`config.mk`:
```
export PLATFORM = sky130hd
export DESIGN_NAME = counter_sequencer
export DESIGN_NICKNAME = d
export VERILOG_FILES = /design/src/rtl/counter_seq_pkg.sv /design/src/rtl/first_counter.sv /design/src/rtl/counter_sequencer.sv
export SDC_FILE = /design/constraint.sdc
export NUM_CORES = 1
export LEC_CHECK = 0
export BUFFER_PORTS_ARGS = -buffer_cell sky130_fd_sc_hd__buf_2
export CORE_MARGIN = 5
export CORE_UTILIZATION = 56
export DETAILED_ROUTE_END_ITERATION = 8
export PLACE_DENSITY_LB_ADDON = 0.3
export SLEW_MARGIN = 0
export SYNTH_ARGS = -nofsm -noshare
export SYNTH_HDL_FRONTEND = slang
export SYNTH_HIERARCHICAL = 1
export SYNTH_SLANG_ARGS = --single-unit
```
`constraint.sdc`:
```
create_clock -name clk -period 3.1 [get_ports clk]
set_input_delay 0.31 -clock clk [delete_from_list [all_inputs] [get_ports clk]]
set_output_delay 0.31 -clock clk [all_outputs]
set_load 0.02 [all_outputs]
```
`src/rtl/counter_seq_pkg.sv`:
```
// Shared width default and state encodings for the counter sequencer.
package counter_seq_pkg;

   localparam int unsigned CNT_W_DEFAULT = 4;

   localparam logic [1:0] ST_IDLE  = 2'd0;
   localparam logic [1:0] ST_CLEAR = 2'd1;
   localparam logic [1:0] ST_RUN   = 2'd2;
   localparam logic [1:0] ST_DONE  = 2'd3;

endpackage

```
`src/rtl/first_counter.sv`:
```
// Wrapping up-counter with synchronous clear; the sequencer's counting datapath.
module first_counter #(
   parameter int unsigned CNT_W = 4
) (
   input  logic             clk,
   input  logic             reset,
   input  logic             enable,
   output logic [CNT_W-1:0] counter_out
);

   always_ff @(posedge clk) begin
      if (reset) begin
         counter_out <= '0;
      end else if (enable) begin
         counter_out <= counter_out + CNT_W'(1);
      end
   end

endmodule

```
`src/rtl/counter_sequencer.sv`:
```
// Runs first_counter for a latched number of enabled cycles, cross-checked by a shadow count.
module counter_sequencer
   import counter_seq_pkg::*;
#(
   parameter int unsigned CNT_W = CNT_W_DEFAULT
) (
   input  logic             clk,
   input  logic             reset,
   input  logic             start,
   input  logic [CNT_W-1:0] length,
   input  logic             pause,
   input  logic             abort,
   output logic             busy,
   output logic             done,
   output logic [CNT_W-1:0] counter_out,
   output logic             mismatch
);

   logic [1:0]       state_q, state_d;
   logic [CNT_W-1:0] shadow_q, shadow_d;
   logic [CNT_W-1:0] remaining_q, remaining_d;
   logic             mismatch_q, mismatch_d;
   logic             run_en, clear;
   logic             cnt_en, cnt_reset;

   always_comb begin
      state_d     = state_q;
      shadow_d    = shadow_q;
      remaining_d = remaining_q;
      mismatch_d  = mismatch_q;
      run_en      = 1'b0;
      clear       = 1'b0;
      case (state_q)
         ST_IDLE: begin
            if (start && !abort) begin
               state_d     = ST_CLEAR;
               remaining_d = length;
               mismatch_d  = 1'b0;
            end
         end
         ST_CLEAR: begin
            if (abort) begin
               state_d = ST_IDLE;
            end else begin
               clear    = 1'b1;
               shadow_d = '0;
               state_d  = ST_RUN;
            end
         end
         ST_RUN: begin
            if (abort) begin
               state_d = ST_IDLE;
            end else if (!pause) begin
               run_en      = 1'b1;
               shadow_d    = shadow_q + CNT_W'(1);
               // A latched 0 wraps through all ones, giving 2^CNT_W enabled edges.
               remaining_d = remaining_q - CNT_W'(1);
               if (remaining_q == CNT_W'(1)) begin
                  state_d = ST_DONE;
               end
            end
         end
         default: begin
            state_d = ST_IDLE;
         end
      endcase
      if ((state_q == ST_RUN || state_q == ST_DONE) && counter_out != shadow_q) begin
         mismatch_d = 1'b1;
      end
   end

   always_ff @(posedge clk) begin
      if (reset) begin
         state_q     <= ST_IDLE;
         shadow_q    <= '0;
         remaining_q <= '0;
         mismatch_q  <= 1'b0;
      end else begin
         state_q     <= state_d;
         shadow_q    <= shadow_d;
         remaining_q <= remaining_d;
         mismatch_q  <= mismatch_d;
      end
   end

   assign cnt_en    = run_en;
   assign cnt_reset = reset | clear;

   first_counter #(
      .CNT_W (CNT_W)
   ) u_counter (
      .clk         (clk),
      .reset       (cnt_reset),
      .enable      (cnt_en),
      .counter_out (counter_out)
   );

   assign busy     = (state_q != ST_IDLE);
   assign done     = (state_q == ST_DONE);
   assign mismatch = mismatch_q;

endmodule

```
==> results.sh <==
export IMPL_status="finished clean"
export IMPL_yosys_cell_count_top_type="sky130_fd_sc_hd__dfxtp_1"
export IMPL_ant_nets=0
export IMPL_yosys_warnings=6
export IMPL_worst_slew_pin_slew_ns=0.615
export IMPL_finalHoldViolCount=0
export IMPL_worst_r2r_startpoint="state_q[1]"
export IMPL_drt_pass1_iterations=3
export IMPL_syn_area_sq_um=847
export IMPL_timing_critical_path_from="state_q[1]"
export IMPL_synth_ff_latch_count=15
export IMPL_globalRoute_totalOverflow=0
export IMPL_critPathTopFamily="simple AND/OR/NAND/NOR gates"
export IMPL_timing_critical_path_slowest_stage_cell="sky130_fd_sc_hd__nor4b_4"
export IMPL_vdd_drop_max_mv=0.187
export IMPL_p_sw_share_pct=25.0
export IMPL_slew_headroom_pct=58.8
export IMPL_yosys_top_cells_count="sky130_fd_sc_hd__dfxtp_1 (15), sky130_fd_sc_hd__nor2_1 (9), sky130_fd_sc_hd__a21oi_1 (8)"
export IMPL_wirelength_mm=1.65
export IMPL_cts_root_buffer_cell="sky130_fd_sc_hd__clkbuf_4"
export IMPL_async_reset_ff_share_pct=0
export IMPL_clk_transition_reported_paths_ns=0.09
export IMPL_detailedPlacementHpwl_mm=1.21
export IMPL_drc=0
export IMPL_synth_edff_count=0
export IMPL_max_cap_violations=0
export IMPL_layout_area_seq_sq_um=300
export IMPL_minimum_period_implied_by_the_final_worst_setup_slack_ns=1.80
export IMPL_synth_net_count=103
export IMPL_finalClockSkew_ns=0.00161
export IMPL_io_buffers=15
export IMPL_nets=120
export IMPL_post_synth_inst_count=90
export IMPL_synth_yosys_seq_area_share_pct=35.5
export IMPL_critical_path_max_fanout=13
export IMPL_layout_drive_gt1_share_pct=27.4
export IMPL_cts_resized=0
export IMPL_grt_max_degree=14
export IMPL_final_setup_viol_count=0
export IMPL_longest_clk_path_bufs=2
export IMPL_max_freq_mhz=556
export IMPL_total_power_after_layout_uw=351
export IMPL_die_width_microns=48.9
export IMPL_worst_endpoint_required_ns=3.27
export IMPL_dp_cells=118
export IMPL_yosys_cell_types_count=36
export IMPL_clk_latency_ns=0.27
export IMPL_fillCellCount=134
export IMPL_tritoncts_num_buffers=3
export IMPL_wire_length_per_cell_microns=13.6
export IMPL_cellLeakagePower_nw=0.408
export IMPL_gp_routability_congestion=0.705
export IMPL_antenna_found_initial=0
export IMPL_timing_hold_worst_class="input pin to flip-flop"
export IMPL_seqPwrFrac_pct=57.5
export IMPL_first_global_vias=635
export IMPL_placeable_area_sq_mm=0.00147
export IMPL_worstPathBufferInverterCount=0
export IMPL_antenna_diode_count=0
export IMPL_synth_area_leaders="sky130_fd_sc_hd__dfxtp_1 (35%), sky130_fd_sc_hd__xor2_1 (6.2%), sky130_fd_sc_hd__ha_1 (5.9%), sky130_fd_sc_hd__a21oi_1 (4.7%), sky130_fd_sc_hd__nor2_1 (4.0%)"
export IMPL_crit_path_max_incr_delay_ns=0.61
export IMPL_vias_per_cell=5.68
export IMPL_multiInputGateArea_sq_um=515
export IMPL_overall_routing_resource_usage_pct=14.4
export IMPL_final_min_period_over_clock_period_pct=58.0
export IMPL_post_synth_top_area_cell="sky130_fd_sc_hd__dfxtp_1"
export IMPL_cts_sinks=15
export IMPL_cts_max_level=1
export IMPL_post_cts_buffers=0
export IMPL_vias=693
export IMPL_hold_path_startpoint="abort"
export IMPL_post_synth_top_area_fraction_pct=35.5
export IMPL_slew_viol_final=0
export IMPL_crit_path_cell_chain="nor4b_4 -> nand4_2 -> mux2_4"
export IMPL_share_clk_of_total_power_pct=31.8
export IMPL_die_area_sq_mm=0.00239
export IMPL_critical_path_arrival_ns=1.97
export IMPL_holdBufCountCts=0
export IMPL_share_of_power_burned_in_combinational_logic_pct=10.6
export IMPL_final_core_util_pct=64.5
export IMPL_tritoncts="yes"
export IMPL_initial_util_pct=57.6
export IMPL_power_density_cell_area_mw_per_mm2=370
export IMPL_row_count=14
export IMPL_synth_main_ff_cell="sky130_fd_sc_hd__dfxtp_1"
export IMPL_synth_area_per_cell_sq_um=9.41
export IMPL_least_setup_slack_across_all_paths_after_layout_ns=1.30
export IMPL_critical_path_endpoint_type="flip-flop"
export IMPL_setup_worst_path_class="flip-flop to flip-flop"
export IMPL_final_layout_setup_total_negative_slack_ns=0
export IMPL_drt_first_iter_violations=9
export IMPL_start_kind="flip-flop"
export IMPL_floorplan_die_height_microns=48.9
export IMPL_area_delta_synth_final_pct=12.0
export IMPL_post_layout_nonfiller_instances=122
export IMPL_net_switching_power_uw=87.9
export IMPL_ports_placed_on_the_boundary=16
export IMPL_detailedPlace_worstSlack_ns=1.30
export IMPL_intPower_uw=263
export IMPL_rsz0062_at_grt="false"
export IMPL_grt_pass1_wl_mm=2.79
==> final timing paths <==
path / end / cells after the start / slack (ns)
setup / recovery: u_counter/counter_out[3] / 3 / 1.30
hold reg to reg: mismatch / 2 / 0.46
hold / removal: state_q[1] / 2 / 0.31
setup reg to reg: u_counter/counter_out[3] / 3 / 1.30
==> layer usage <==
metal / part of all wire [%] / up-vias / global-route usage (%)
met5: 0 / - / 0
met4: 0.73 / 0 / 4.04
met3: 3.9 / 2 / 3.98
met2: 43 / 10 / 21.7
met1: 52 / 326 / 19.8
li1: - / 355 / -
==> cell families (layout without fill, tap and decap cells) <==
family | count (synthesis) | after routing | share of synthesized area, %
flops | 15 | 15 | 35.5
simple gates | 31 | 31 | 23.3
fa+ha+maj | 4 | 4 | 5.91
compound gates | 22 | 22 | 18.0
mux | 4 | 4 | 5.32
xor+xnor | 8 | 8 | 8.27
buf+inv | 6 | 22 | 3.69
==> worst reg2reg max path, cell delays in order (launching register included) <==
cell and delay, ns:
sky130_fd_sc_hd__dfxtp_1 0.60, sky130_fd_sc_hd__nor4b_4 0.61, sky130_fd_sc_hd__nand4_2 0.16, sky130_fd_sc_hd__mux2_4 0.33
==> power by group through the flow <==
stage	clock network, mW	registers, mW	logic, mW
detailed placement	0	0.206	0.0371
global placement	0	0.206	0.0362
global route	0.129	0.203	0.0415
finish	0.112	0.202	0.0374
CTS	0.117	0.202	0.0374
floorplan	0	0.204	0.0272
==> registers in the layout, summed over array words and instances (netlist names) <==
| signal | count |
|---|---|
| state_q | 2 |
| mismatch | 1 |
| remaining_q | 4 |
| shadow_q | 4 |
| u_counter/counter_out | 4 |
==> cell usage in the layout, fill, tap and decap left out, drive strengths merged, types with 2 or more instances in the layout <==
| master | Yosys | final |
|---|---|---|
| xor2 | 6 | 6 |
| nand2 | 4 | 4 |
| nor2 | 9 | 9 |
| xnor2 | 2 | 2 |
| inv | 3 | 3 |
| buf | 2 | 15 |
| nand2b | 2 | 2 |
| o21ai | 4 | 4 |
| nor3 | 2 | 2 |
| mux2i | 3 | 3 |
| o211ai | 3 | 3 |
| clkbuf | 1 | 4 |
| ha | 4 | 4 |
| nor3b | 2 | 2 |
| dfxtp | 15 | 15 |
| nor4b | 2 | 2 |
| o41ai | 2 | 2 |
| and2 | 2 | 2 |
| or2 | 2 | 2 |
| a21oi | 8 | 8 |
==> final cells by class <==
| class | count | area share (%) |
|---|---|---|
| multi-input cells | 69 | 54.4 |
| flip-flops and latches | 15 | 31.7 |
| repair buffers | 15 | 7.92 |
| clock buffers | 4 | 2.77 |
| well taps | 16 | 2.11 |
| inverters | 3 | 1.19 |
==> metrics by stage <==
step	instance area (sq um)	hold WS, ns
2_1_floorplan	847	0.387
3_3_place_gp	922	0.453
3_5_place_dp	922	0.456
4_1_cts	948	0.308
5_1_grt	948	0.319
6_report	948	0.308
Power figures use the tool's default switching activity.
